## config.mk

```make
export PLATFORM = sky130hd
export DESIGN_NAME = mem_wb
export DESIGN_NICKNAME = d
export VERILOG_FILES = /design/src/rtl/mem_wb.sv
export SDC_FILE = /design/constraint.sdc
export NUM_CORES = 1
export LEC_CHECK = 0
export CORE_MARGIN = 2
export CORE_UTILIZATION = 31
export DETAILED_ROUTE_END_ITERATION = 10
export DONT_BUFFER_PORTS = 1
export GPL_TIMING_DRIVEN = 1
export PLACE_DENSITY = 0.51
export SETUP_SLACK_MARGIN = 0.05
export SLEW_MARGIN = 0
export SYNTH_ARGS = -nofsm -noshare
export SYNTH_HDL_FRONTEND = slang
export SYNTH_SLANG_ARGS = --single-unit
```

## constraint.sdc

```tcl
create_clock -name clk -period 7.1 [get_ports clk]
set_clock_uncertainty 0.15 [all_clocks]
set_input_delay 0.71 -clock clk [delete_from_list [all_inputs] [get_ports clk]]
set_output_delay 0.71 -clock clk [all_outputs]
set_load 0.005 [all_outputs]
```

## src/rtl/mem_wb.sv

```systemverilog
// mem_wb: memory-access / writeback-producer stage of the RV64IM pipeline.
// Takes one instruction per cycle from execute. Non-memory ops retire one
// cycle later. Loads and stores go out over a valid/ready data-memory port
// through a small IDLE/REQ/WAIT FSM, which stalls upstream meanwhile.
// Optional build macro: MEM_WB_MISALIGN_TRAP_EN adds the misalignW output.
// With it, misaligned memory ops retire as a trap instead of issuing a request.
`timescale 1ns/1ps
module mem_wb #(
    parameter int DMEM_AW = 64,
    parameter int WB_HOLD = 0
) (
    input  logic               clk,
    input  logic               reset_n,
    input  logic               enableM,
    input  logic [63:0]        ALUResultM,
    input  logic [63:0]        WriteDataM,
    input  logic [63:0]        PCPlus4M,
    input  logic [4:0]         RdM,
    input  logic               RegWriteM,
    input  logic [1:0]         ResultSrcM,
    input  logic               MemWriteM,
    input  logic [2:0]         funct3M,
    output logic               stallM,
    output logic               dmem_req_valid,
    input  logic               dmem_req_ready,
    output logic [DMEM_AW-1:0] dmem_req_addr,
    output logic               dmem_req_write,
    output logic [63:0]        dmem_req_wdata,
    output logic [7:0]         dmem_req_wstrb,
    input  logic               dmem_resp_valid,
    input  logic [63:0]        dmem_resp_data,
    output logic               enableW,
    output logic [4:0]         RdW,
    output logic               RegWriteW,
    output logic [63:0]        ResultW
`ifdef MEM_WB_MISALIGN_TRAP_EN
    ,
    output logic               misalignW
`endif
);

    // Writeback is always a single-cycle pulse; no other hold length exists.
    if (WB_HOLD != 0) begin : g_wb_hold_check
        $error("mem_wb: WB_HOLD must be 0");
    end

    typedef enum logic [1:0] {IDLE = 2'd0, REQ = 2'd1, WAIT = 2'd2} state_t;

    state_t             state_q, state_d;
    logic [DMEM_AW-1:0] addr_q, addr_d;
    logic [63:0]        wdata_q, wdata_d;
    logic [7:0]         wstrb_q, wstrb_d;
    logic               write_q, write_d;
    logic [2:0]         f3_q, f3_d;
    logic [2:0]         off_q, off_d;
    logic [4:0]         rd_q, rd_d;
    logic               rw_q, rw_d;
    logic               enw_q, enw_d;
    logic [4:0]         rdw_q, rdw_d;
    logic               rww_q, rww_d;
    logic [63:0]        resw_q, resw_d;

    logic               mem_op;
    logic               non_mem;
    logic               trap;
    logic [2:0]         off_m;

    // Byte enables for an access of size funct3[1:0] starting at lane off.
    // Lanes above byte 7 fall off the top (misaligned upper bytes dropped).
    function automatic logic [7:0] lane_strb(input logic [2:0] f3, input logic [2:0] off);
        case (f3[1:0])
            2'b00:   lane_strb = 8'h01 << off;
            2'b01:   lane_strb = 8'h03 << off;
            2'b10:   lane_strb = 8'h0F << off;
            default: lane_strb = 8'hFF;
        endcase
    endfunction

    // Bring the addressed lane down to bit 0, then size and extend it.
    function automatic logic [63:0] fmt_load(input logic [63:0] raw, input logic [2:0] off,
                                             input logic [2:0] f3);
        logic [63:0] sh;
        sh = raw >> {off, 3'b000};
        case (f3)
            3'b000:  fmt_load = {{56{sh[7]}}, sh[7:0]};
            3'b001:  fmt_load = {{48{sh[15]}}, sh[15:0]};
            3'b010:  fmt_load = {{32{sh[31]}}, sh[31:0]};
            3'b011:  fmt_load = sh;
            3'b100:  fmt_load = {56'd0, sh[7:0]};
            3'b101:  fmt_load = {48'd0, sh[15:0]};
            3'b110:  fmt_load = {32'd0, sh[31:0]};
            default: fmt_load = 64'd0;
        endcase
    endfunction

    assign off_m   = ALUResultM[2:0];
    assign mem_op  = enableM & ((ResultSrcM == 2'b01) | MemWriteM);
    assign non_mem = enableM & ~mem_op;

`ifdef MEM_WB_MISALIGN_TRAP_EN
    // Offset must be a multiple of the access size.
    function automatic logic is_misaligned(input logic [2:0] f3, input logic [2:0] off);
        case (f3[1:0])
            2'b00:   is_misaligned = 1'b0;
            2'b01:   is_misaligned = off[0];
            2'b10:   is_misaligned = |off[1:0];
            default: is_misaligned = |off;
        endcase
    endfunction

    assign trap = mem_op & is_misaligned(funct3M, off_m);
`else
    assign trap = 1'b0;
`endif

    // Memory handshake: a request is transferred on the rising edge where
    // dmem_req_valid and dmem_req_ready are both 1; while valid is high and
    // ready is low, addr/write/wdata/wstrb stay constant. A load response is
    // a one-cycle dmem_resp_valid pulse, at least one cycle after acceptance,
    // and is only consumed in WAIT.
    assign dmem_req_valid = (state_q == REQ);
    assign dmem_req_addr  = addr_q;
    assign dmem_req_write = write_q;
    assign dmem_req_wdata = wdata_q;
    assign dmem_req_wstrb = wstrb_q;

    // Upstream holds while a transaction is open or is being accepted now.
    assign stallM = (state_q != IDLE) | ((state_q == IDLE) & mem_op);

    assign enableW   = enw_q;
    assign RdW       = rdw_q;
    assign RegWriteW = rww_q;
    assign ResultW   = resw_q;

    // Next-state, request capture and writeback formation.
    always_comb begin
        state_d = state_q;
        addr_d  = addr_q;
        wdata_d = wdata_q;
        wstrb_d = wstrb_q;
        write_d = write_q;
        f3_d    = f3_q;
        off_d   = off_q;
        rd_d    = rd_q;
        rw_d    = rw_q;
        enw_d   = 1'b0;
        rdw_d   = rdw_q;
        rww_d   = 1'b0;
        resw_d  = resw_q;
        case (state_q)
            IDLE: begin
                if (trap) begin
                    enw_d  = 1'b1;
                    rdw_d  = RdM;
                    resw_d = ALUResultM;
                end else if (mem_op) begin
                    addr_d  = {ALUResultM[DMEM_AW-1:3], 3'b000};
                    wdata_d = WriteDataM << {off_m, 3'b000};
                    wstrb_d = MemWriteM ? lane_strb(funct3M, off_m) : 8'h00;
                    write_d = MemWriteM;
                    f3_d    = funct3M;
                    off_d   = off_m;
                    rd_d    = RdM;
                    rw_d    = RegWriteM;
                    state_d = REQ;
                end else if (non_mem) begin
                    enw_d  = 1'b1;
                    rdw_d  = RdM;
                    rww_d  = RegWriteM & (RdM != 5'd0);
                    resw_d = (ResultSrcM == 2'b10) ? PCPlus4M : ALUResultM;
                end
            end
            REQ: begin
                if (dmem_req_ready) begin
                    if (write_q) begin
                        enw_d   = 1'b1;
                        rdw_d   = rd_q;
                        state_d = IDLE;
                    end else begin
                        state_d = WAIT;
                    end
                end
            end
            WAIT: begin
                if (dmem_resp_valid) begin
                    enw_d   = 1'b1;
                    rdw_d   = rd_q;
                    rww_d   = rw_q & (rd_q != 5'd0);
                    resw_d  = fmt_load(dmem_resp_data, off_q, f3_q);
                    state_d = IDLE;
                end
            end
            default: state_d = IDLE;
        endcase
    end

    // State and output registers; reset abandons any open transaction.
    always_ff @(posedge clk) begin
        if (!reset_n) begin
            state_q <= IDLE;
            addr_q  <= '0;
            wdata_q <= '0;
            wstrb_q <= '0;
            write_q <= 1'b0;
            f3_q    <= '0;
            off_q   <= '0;
            rd_q    <= '0;
            rw_q    <= 1'b0;
            enw_q   <= 1'b0;
            rdw_q   <= '0;
            rww_q   <= 1'b0;
            resw_q  <= '0;
        end else begin
            state_q <= state_d;
            addr_q  <= addr_d;
            wdata_q <= wdata_d;
            wstrb_q <= wstrb_d;
            write_q <= write_d;
            f3_q    <= f3_d;
            off_q   <= off_d;
            rd_q    <= rd_d;
            rw_q    <= rw_d;
            enw_q   <= enw_d;
            rdw_q   <= rdw_d;
            rww_q   <= rww_d;
            resw_q  <= resw_d;
        end
    end

`ifdef MEM_WB_MISALIGN_TRAP_EN
    logic misal_q;

    assign misalignW = misal_q;

    // One-cycle flag that accompanies the trap writeback.
    always_ff @(posedge clk) begin
        if (!reset_n) begin
            misal_q <= 1'b0;
        end else begin
            misal_q <= (state_q == IDLE) & trap;
        end
    end
`endif

endmodule

```

Word level (Yosys, flattened, before mapping) --
Index checks and enable logic that the tools add are counted.
Word-level totals: register bits after elaboration 219
Operators by class: eq/ne operators 18, shifts and indexed selects 5, mux-type cells 29, bitwise gates (word level) 8, reduce and logical (&&, ||, !) cells 12
Operators with widths (number):
- one-hot mux 64 bit (7 select lines) | 1
- 2-to-1 mux 64 bit | 4
- one-hot mux 64 bit (2 select lines) | 1
- << shifter 64 x 6 -> 64 bit | 1
- right shift 64 x 6 -> 64 bit | 1
- 2-to-1 mux 5 bit | 5
- one-hot mux 8 bit (3 select lines) | 1
- one-hot mux 5 bit (3 select lines) | 1
- nonzero test 5 bit | 2
- == test 3 bit, second input constant | 3
- 2-to-1 mux 1 bit | 8
- 2-to-1 mux 2 bit | 4
- 2-to-1 mux 8 bit | 1
- != test 2 bit, second input constant | 4
- << shifter 1 x 3 -> 8 bit, first input constant | 1
- << shifter 2 x 3 -> 8 bit, first input constant | 1
- << shifter 4 x 3 -> 8 bit, first input constant | 1
- == test 2 x 1 -> 1 bit, second input constant | 3
- == test 2 bit, second input constant | 3
- == test 3 x 2 -> 1 bit, second input constant | 2
- one-hot mux 2 bit (3 select lines) | 1
- AND reduction 6 bit | 1
- AND 1 bit | 5
- zero test 2 bit | 2
- other kinds (12) | 15

Longest topological paths before layout --
Gate-level depths: netlist (run 1).
word-level depth 8, mapped depth 10, gate-level depth less buffers 7

Worst setup path before layout (run 1) --
Ideal clock, no wire load.
path type input port to flip-flop, start point in dmem_resp_data[63], end point reg resw_q[43] (netlist: ResultW[43]), library setup time 0.137 ns, data arrival time 2.239 ns, required time 6.813 ns, slack 4.573 ns, stages 6, buffers on the path 1, cell sequence mux2_1 mux4_2 and2_1 buf_2 a2111oi_0 a211oi_1
Between the ends: word-level cells in the longest chain between the ends 4
RTL lines:
- from (decl) | line 31 | input logic [63:0] dmem_resp_data,
- right shift 64 x 6 -> 64 bit | line 83 | sh = raw >> {off, 3'b000};
- one-hot mux 64 bit (7 select lines) | line 84 | case (f3)
- 2-to-1 mux 64 bit | line 185 | if (dmem_resp_valid) begin
- one-hot mux 64 bit (2 select lines) | line 150 | case (state_q)
- to (signal assigned) | line 226 | resw_q <= resw_d;
- to (decl) | line 61 | logic [63:0] resw_q, resw_d;
No other way between the ends. The select of a mux whose other input is x is not followed. A chain may end at the register's enable or synchronous reset.

Worst setup path after layout (run 1) --
start point reg state_q[0], end point reg resw_q[13] (netlist: ResultW[13])
Between the ends: word-level cells in the longest chain between the ends 3
RTL lines:
- from (decl) | line 49 | state_t state_q, state_d;
- from (signal assigned) | line 214 | state_q <= state_d;
- == test 2 bit or zero test 2 bit (tied branches) | line 150
- != test 2 bit (no line) or nonzero test 2 bit (tied branches)
- AND reduction 4 bit (no line)
Several ways; a longest one is shown, not always the timed one.

==> results.yml, run 1 <==
status:
  run_status: "finished, final reports clean"
cts:
  holdBufCountCts: 0
  clk_pin_slew_worst_paths_ns: 0.06
  cts_buffer_depth: 3
  cts_root_buf: "clkbuf_16"
  cts_resized: 0
  cts_tree: "built"
  clock_latency_ns: 0.55
  cts_max_level: 1
  post_cts_buffers: 0
  clock_sinks: 219
  cts_buffers: 27
global_route:
  overflow: 0
  track_usage_pct: 23.3
  grt_max_degree: 100
  grt_pass1_wl_um: 77900
  antenna_found_initial: 1
  grt_pass1_vias: 11400
synth:
  ys_top_cells_by_area: "dfxtp_1, mux4_2, mux2i_1, nand2_1, a21oi_1"
  synth-seq-cells: 219
  synth_top_area_share_pct: 33.5
  synth_edf_count: 0
  synth_ff_type: "dfxtp_1"
  netlist_instances: 1555
  synth.cell_area_mm2: 0.0131
  syn_area_per_cell_um2: 8.42
  yosysWarnings: 0
  async_flop_share_pct: 0
  ys_types: 59
  yosys.area.top_type: "dfxtp_1"
  yosysSeqAreaShare_pct: 33.5
sta:
  relSlewSlack_pct: 17.8
  fmax_ghz: 0.250
  finalSetupViolations: 0
  hold_violations: 0
  setup_tns_ns: 0
  grt_setup_unrepaired: "false"
  fin_crit_ns: 4.00
  worst_pin_slew_ns: 1.23
  post-route-period-util_pct: 56.4
  finalMaxSlewViolations: 0
  worst_slack_ns: 3.10
detailed_routing:
  ant_nets: 0
  routed_wl_um: 53500
  wire_per_inst_um: 26.7
  firstDrtPassIters: 5
  vias_per_cell: 5.94
  first_iter_violations: 1018
  vias: 11900
  drc: 0
power:
  power_mw: 4.87
  vdd_drop_max_mv: 0.163
  power_density_mw_per_mm2: 343
  p_leak_nw: 4.74
critical_path:
  crit_path_start_kind: "flip-flop"
  crit_type: "flip-flop to flip-flop"
  r2r_slack_ns: 3.10
  cp_max_fo: 67
  reg2reg_from: "state_q[0]"
  crit_family: "simple AND/OR/NAND/NOR gates"
  cp_cell_sequence: "inv_1 > ha_2 > buf_4 > and2_0 > nand2b_1 > buf_4 > and2_2 > buf_4 > nand2_1 > o221a_2"
  cp.required_ns: 7.38
  crit_top_cell: "buf_4"
  r2r_end: "ResultW[13]"
  slowest_delay_ns: 0.75
  cp-end-kind: "flip-flop"
  r2r_cells: 10
  path_buf_inv: 4
  slowest_stage: "and2_2"
  crit_arrival_ns: 4.29
floorplanning:
  start_util_pct: 31.3
  die_h_um: 210
  fp.dieArea_mm2: 0.0439
  core_mm2: 0.0419
  rows: 75
  ios: 483
  die-width_um: 210
hold_path:
  hp-start: "ALUResultM[32]"
  hp-class: "primary input to flip-flop"
  hold_depth: 2
  holdPathEnd: "dmem_req_addr[32]"
cells_and_area:
  nNetsFinal: 1725
  n_antenna_cell: 0
  fin_util_pct: 34.0
  syn_to_final_growth_pct: 8.54
  mostFrequentLayoutCell: "nand2_1"
  mostFrequentLayoutCells: "nand2_1, dfxtp_1, a21oi_1"
  fill_cells: 4426
  drive_above_1_share_pct: 11.2
placed_design:
  place.gp.congestion: 0.945
  dp_hpwl_um: 39300
  io_buffers: 0
  pre_cts_slack_ns: 3.08
run:
  cap_violations: 0
==> sequential cells by signal, summed over array words and instances, names as in the netlist <==
signal / cells
RdW: 5
RegWriteW: 1
ResultW: 64
dmem_req_addr: 61
dmem_req_wdata: 64
dmem_req_write: 1
dmem_req_wstrb: 8
enableW: 1
f3_q: 3
off_q: 3
rd_q: 5
rw_q: 1
state_q: 2
==> power breakdown <==
| group | internal, mW | switching, mW |
|---|---|---|
| combinational | 0.585 | 1.02 |
| clock | 0.845 | 0.582 |
| sequential | 1.53 | 0.311 |
| total | 2.96 | 1.91 |
==> layout make-up <==
type                       count  area (um2)  share of cell area (%)
multi-input combinational   1164        8030                    56.5
timing repair buffer          21         158                    1.11
clock buffer                  37         785                    5.52
clock inverter                12         125                   0.881
sequential                   219        4390                    30.9
inverter                      12        47.5                   0.335
tap                          539         674                    4.75
==> how the worst max path moves through the flow <==
stage | from | endpoint | slack (ns) | cells past startpoint
6_report | state_q[0] | ResultW[13] | 3.10 | 10
5_1_grt | state_q[0] | ResultW[11] | 2.81 | 10
4_1_cts | state_q[0] | ResultW[13] | 3.06 | 10
3_5_place_dp | state_q[0] | ResultW[13] | 3.08 | 10
3_3_place_gp | state_q[0] | ResultW[8] | 3.21 | 10
2_1_floorplan | dmem_resp_data[63] | ResultW[43] | 4.57 | 6
==> synth_stat cells, drive strengths merged, types with 3 or more instances <==
library cell	number
a2111oi	3
a211oi	40
a21oi	189
a22oi	18
a2bb2oi	4
a311oi	29
a31o	15
and2	13
and3	6
buf	45
clkbuf	117
dfxtp	219
ha	7
inv	12
mux2	8
mux2i	115
mux4	64
nand2	253
nand2b	12
nand3	9
nand3b	4
nor2	124
nor2b	28
nor3	34
o211ai	37
o21ai	66
o221a	6
o221ai	30
o22ai	14
o2bb2ai	8
==> cell families (layout without fill, tap and decap cells) <==
kind of cell | count (synthesis) | in the layout | synth area share (%)
AO/OA/AOI/OAI | 474 | 474 | 23.6
buffers and inverters | 174 | 82 | 5.55
adder cells (fa/ha/maj) | 7 | 7 | 0.669
AND/OR/NAND/NOR | 493 | 493 | 16.1
flip-flops | 219 | 219 | 33.5
other | 1 | 3 | 0.0286
multiplexers | 187 | 187 | 20.6
==> layer usage <==
| metal | track usage (%) | wire length (um) | vias to the layer above |
|---|---|---|---|
| li1 | - | - | 5484 |
| met1 | 27.0 | 20200 | 5809 |
| met2 | 40.7 | 26500 | 546 |
| met3 | 8.41 | 5440 | 72 |
| met4 | 5.97 | 1410 | 2 |
| met5 | 0 | 13 | - |
==> per-stage QoR <==
stage	area (um2)	hold slack, ns	instances
floorplan	13100	0.287	1557
global placement	13300	0.297	1955
detailed placement	13300	0.307	1955
CTS	14200	0.112	2004
global route	14200	0.122	2004
finish	14200	0.139	2004
No activity file was read; power rests on OpenSTA's default activity.
==> run 2: changes to the inputs <==
--- a/config.mk
+++ b/config.mk
@@ -10,7 +10,7 @@
 export DETAILED_ROUTE_END_ITERATION = 10
 export DONT_BUFFER_PORTS = 1
 export GPL_TIMING_DRIVEN = 1
-export PLACE_DENSITY = 0.51
+export PLACE_DENSITY = 0.52
 export SETUP_SLACK_MARGIN = 0.05
 export SLEW_MARGIN = 0
 export SYNTH_ARGS = -nofsm -noshare
==> constraint.sdc (replaced) <==
create_clock -name clk -period 3.35 [get_ports clk]
set_clock_uncertainty 0.15 [all_clocks]
set_input_delay 0.335 -clock clk [delete_from_list [all_inputs] [get_ports clk]]
set_output_delay 0.335 -clock clk [all_outputs]
set_load 0.005 [all_outputs]
==> results.yml, run 2 (synthesis results as in run 1) <==
floorplanning:
  fp.dieArea_mm2: 0.0439
  start_util_pct: 31.3
  rows: 75
  core_mm2: 0.0419
  die_h_um: 210
  die-width_um: 210
  ios: 483
detailed_routing:
  wire_per_inst_um: 27.1
  ant_nets: 0
  routed_wl_um: 58100
  firstDrtPassIters: 5
  vias_per_cell: 5.93
  vias: 12700
  drc: 0
  first_iter_violations: 1120
critical_path:
  crit_type: "flip-flop to flip-flop"
  cp_max_fo: 33
  cp.required_ns: 3.64
  crit_path_start_kind: "flip-flop"
  cp-end-kind: "flip-flop"
  crit_arrival_ns: 3.15
global_route:
  overflow: 0
  antenna_found_initial: 1
  grt_pass1_wl_um: 85400
  grt_pass1_vias: 12600
  grt_max_degree: 70
  track_usage_pct: 25.5
sta:
  grt_setup_unrepaired: "false"
  finalSetupViolations: 0
  hold_violations: 1
  finalMaxSlewViolations: 0
  fin_crit_ns: 2.86
  relSlewSlack_pct: 24.6
  worst_slack_ns: 0.488
  post-route-period-util_pct: 85.4
  worst_pin_slew_ns: 1.13
  setup_tns_ns: 0
  fmax_ghz: 0.349
  hold_ws_ns: -0.00414
cts:
  cts_root_buf: "clkbuf_16"
  cts_max_level: 1
  cts_tree: "built"
  clock_sinks: 219
  cts_resized: 0
  clk_pin_slew_worst_paths_ns: 0.06
  cts_buffers: 27
  clock_latency_ns: 0.54
  cts_buffer_depth: 3
cells_and_area:
  drive_above_1_share_pct: 11.3
  mostFrequentLayoutCells: "nand2_1, dfxtp_1, a21oi_1"
  mostFrequentLayoutCell: "nand2_1"
  syn_to_final_growth_pct: 20.2
  nNetsFinal: 1865
power:
  vdd_drop_max_mv: 0.331
  p_leak_nw: 5.39
  power_density_mw_per_mm2: 687
placed_design:
  place.gp.congestion: 0.921
  io_buffers: 0
  dp_hpwl_um: 40600
  pre_cts_slack_ns: 0.174
hold_path:
  hp-class: "primary input to flip-flop"
status:
  failed_checks: "hold timing"
  run_status: "complete, but fails checks"
run:
  cap_violations: 0
run 2: cell type report:
type,instances,area (um2)
well taps,539,674
fillers,4316,26100
repair buffers,161,1630
clock inverters,15,208
flip-flops and latches,219,4390
clock buffers,34,753
inverters,12,47.5
multi-input cells,1164,8030
diodes,1,2.50
run 2: stage by stage:
stage / total power, mW / cells / cell area (um2) / util [%]
2_1_floorplan: 6.30 / 1557 / 13100 / -
3_3_place_gp: 7.41 / 1969 / 13500 / 32.2
3_5_place_dp: 7.48 / 1969 / 13500 / 32.2
4_1_cts: 10.9 / 2144 / 15700 / 37.6
5_1_grt: 11.4 / 2144 / 15700 / 37.6
6_report: 10.8 / 2145 / 15700 / 37.6
run 2: metal layers:
metal  vias up  GRT usage, %  part of all wire, %
met5         -             0                0.021
met4         2          7.75                  2.9
met3       104          7.83                  9.5
met2       613          44.7                   50
met1      6241          29.8                   38
li1       5769             -                    -
run 2: where the power goes:
group	internal [mW]	switching (mW)
combinational	1.41	2.31
clock	1.97	1.23
sequential	3.24	0.657
total	6.62	4.19
run 2: worst max-delay path, stage by stage (launching register included):
cell	delay, ns
dfxtp_1	0.33
inv_1	0.11
ha_1	0.31
nand2_1	0.13
o21ba_4	0.56
o221ai_1	0.37
o211a_1	0.22
dlygate4sd3_1	0.55
run 2: worst paths after layout:
| path | to | start | depth (start not counted) | slack, ns |
|---|---|---|---|---|
| max reg2reg | dmem_req_wdata[38] | state_q[0] | 7 | 0.49 |
| min | ResultW[28] | PCPlus4M[28] | 4 | -0.004 |
| min reg2reg | rd_q[4] | rd_q[4] | 2 | 0.32 |
| max | dmem_req_wdata[38] | state_q[0] | 7 | 0.49 |
run 2: timing repair:
action | in CTS | in global routing
hold endpoints to repair | 197 | 0
setup endpoints to repair | 0 | 0
hold buffers | 126 | 0
buffers inserted | 0 | 0
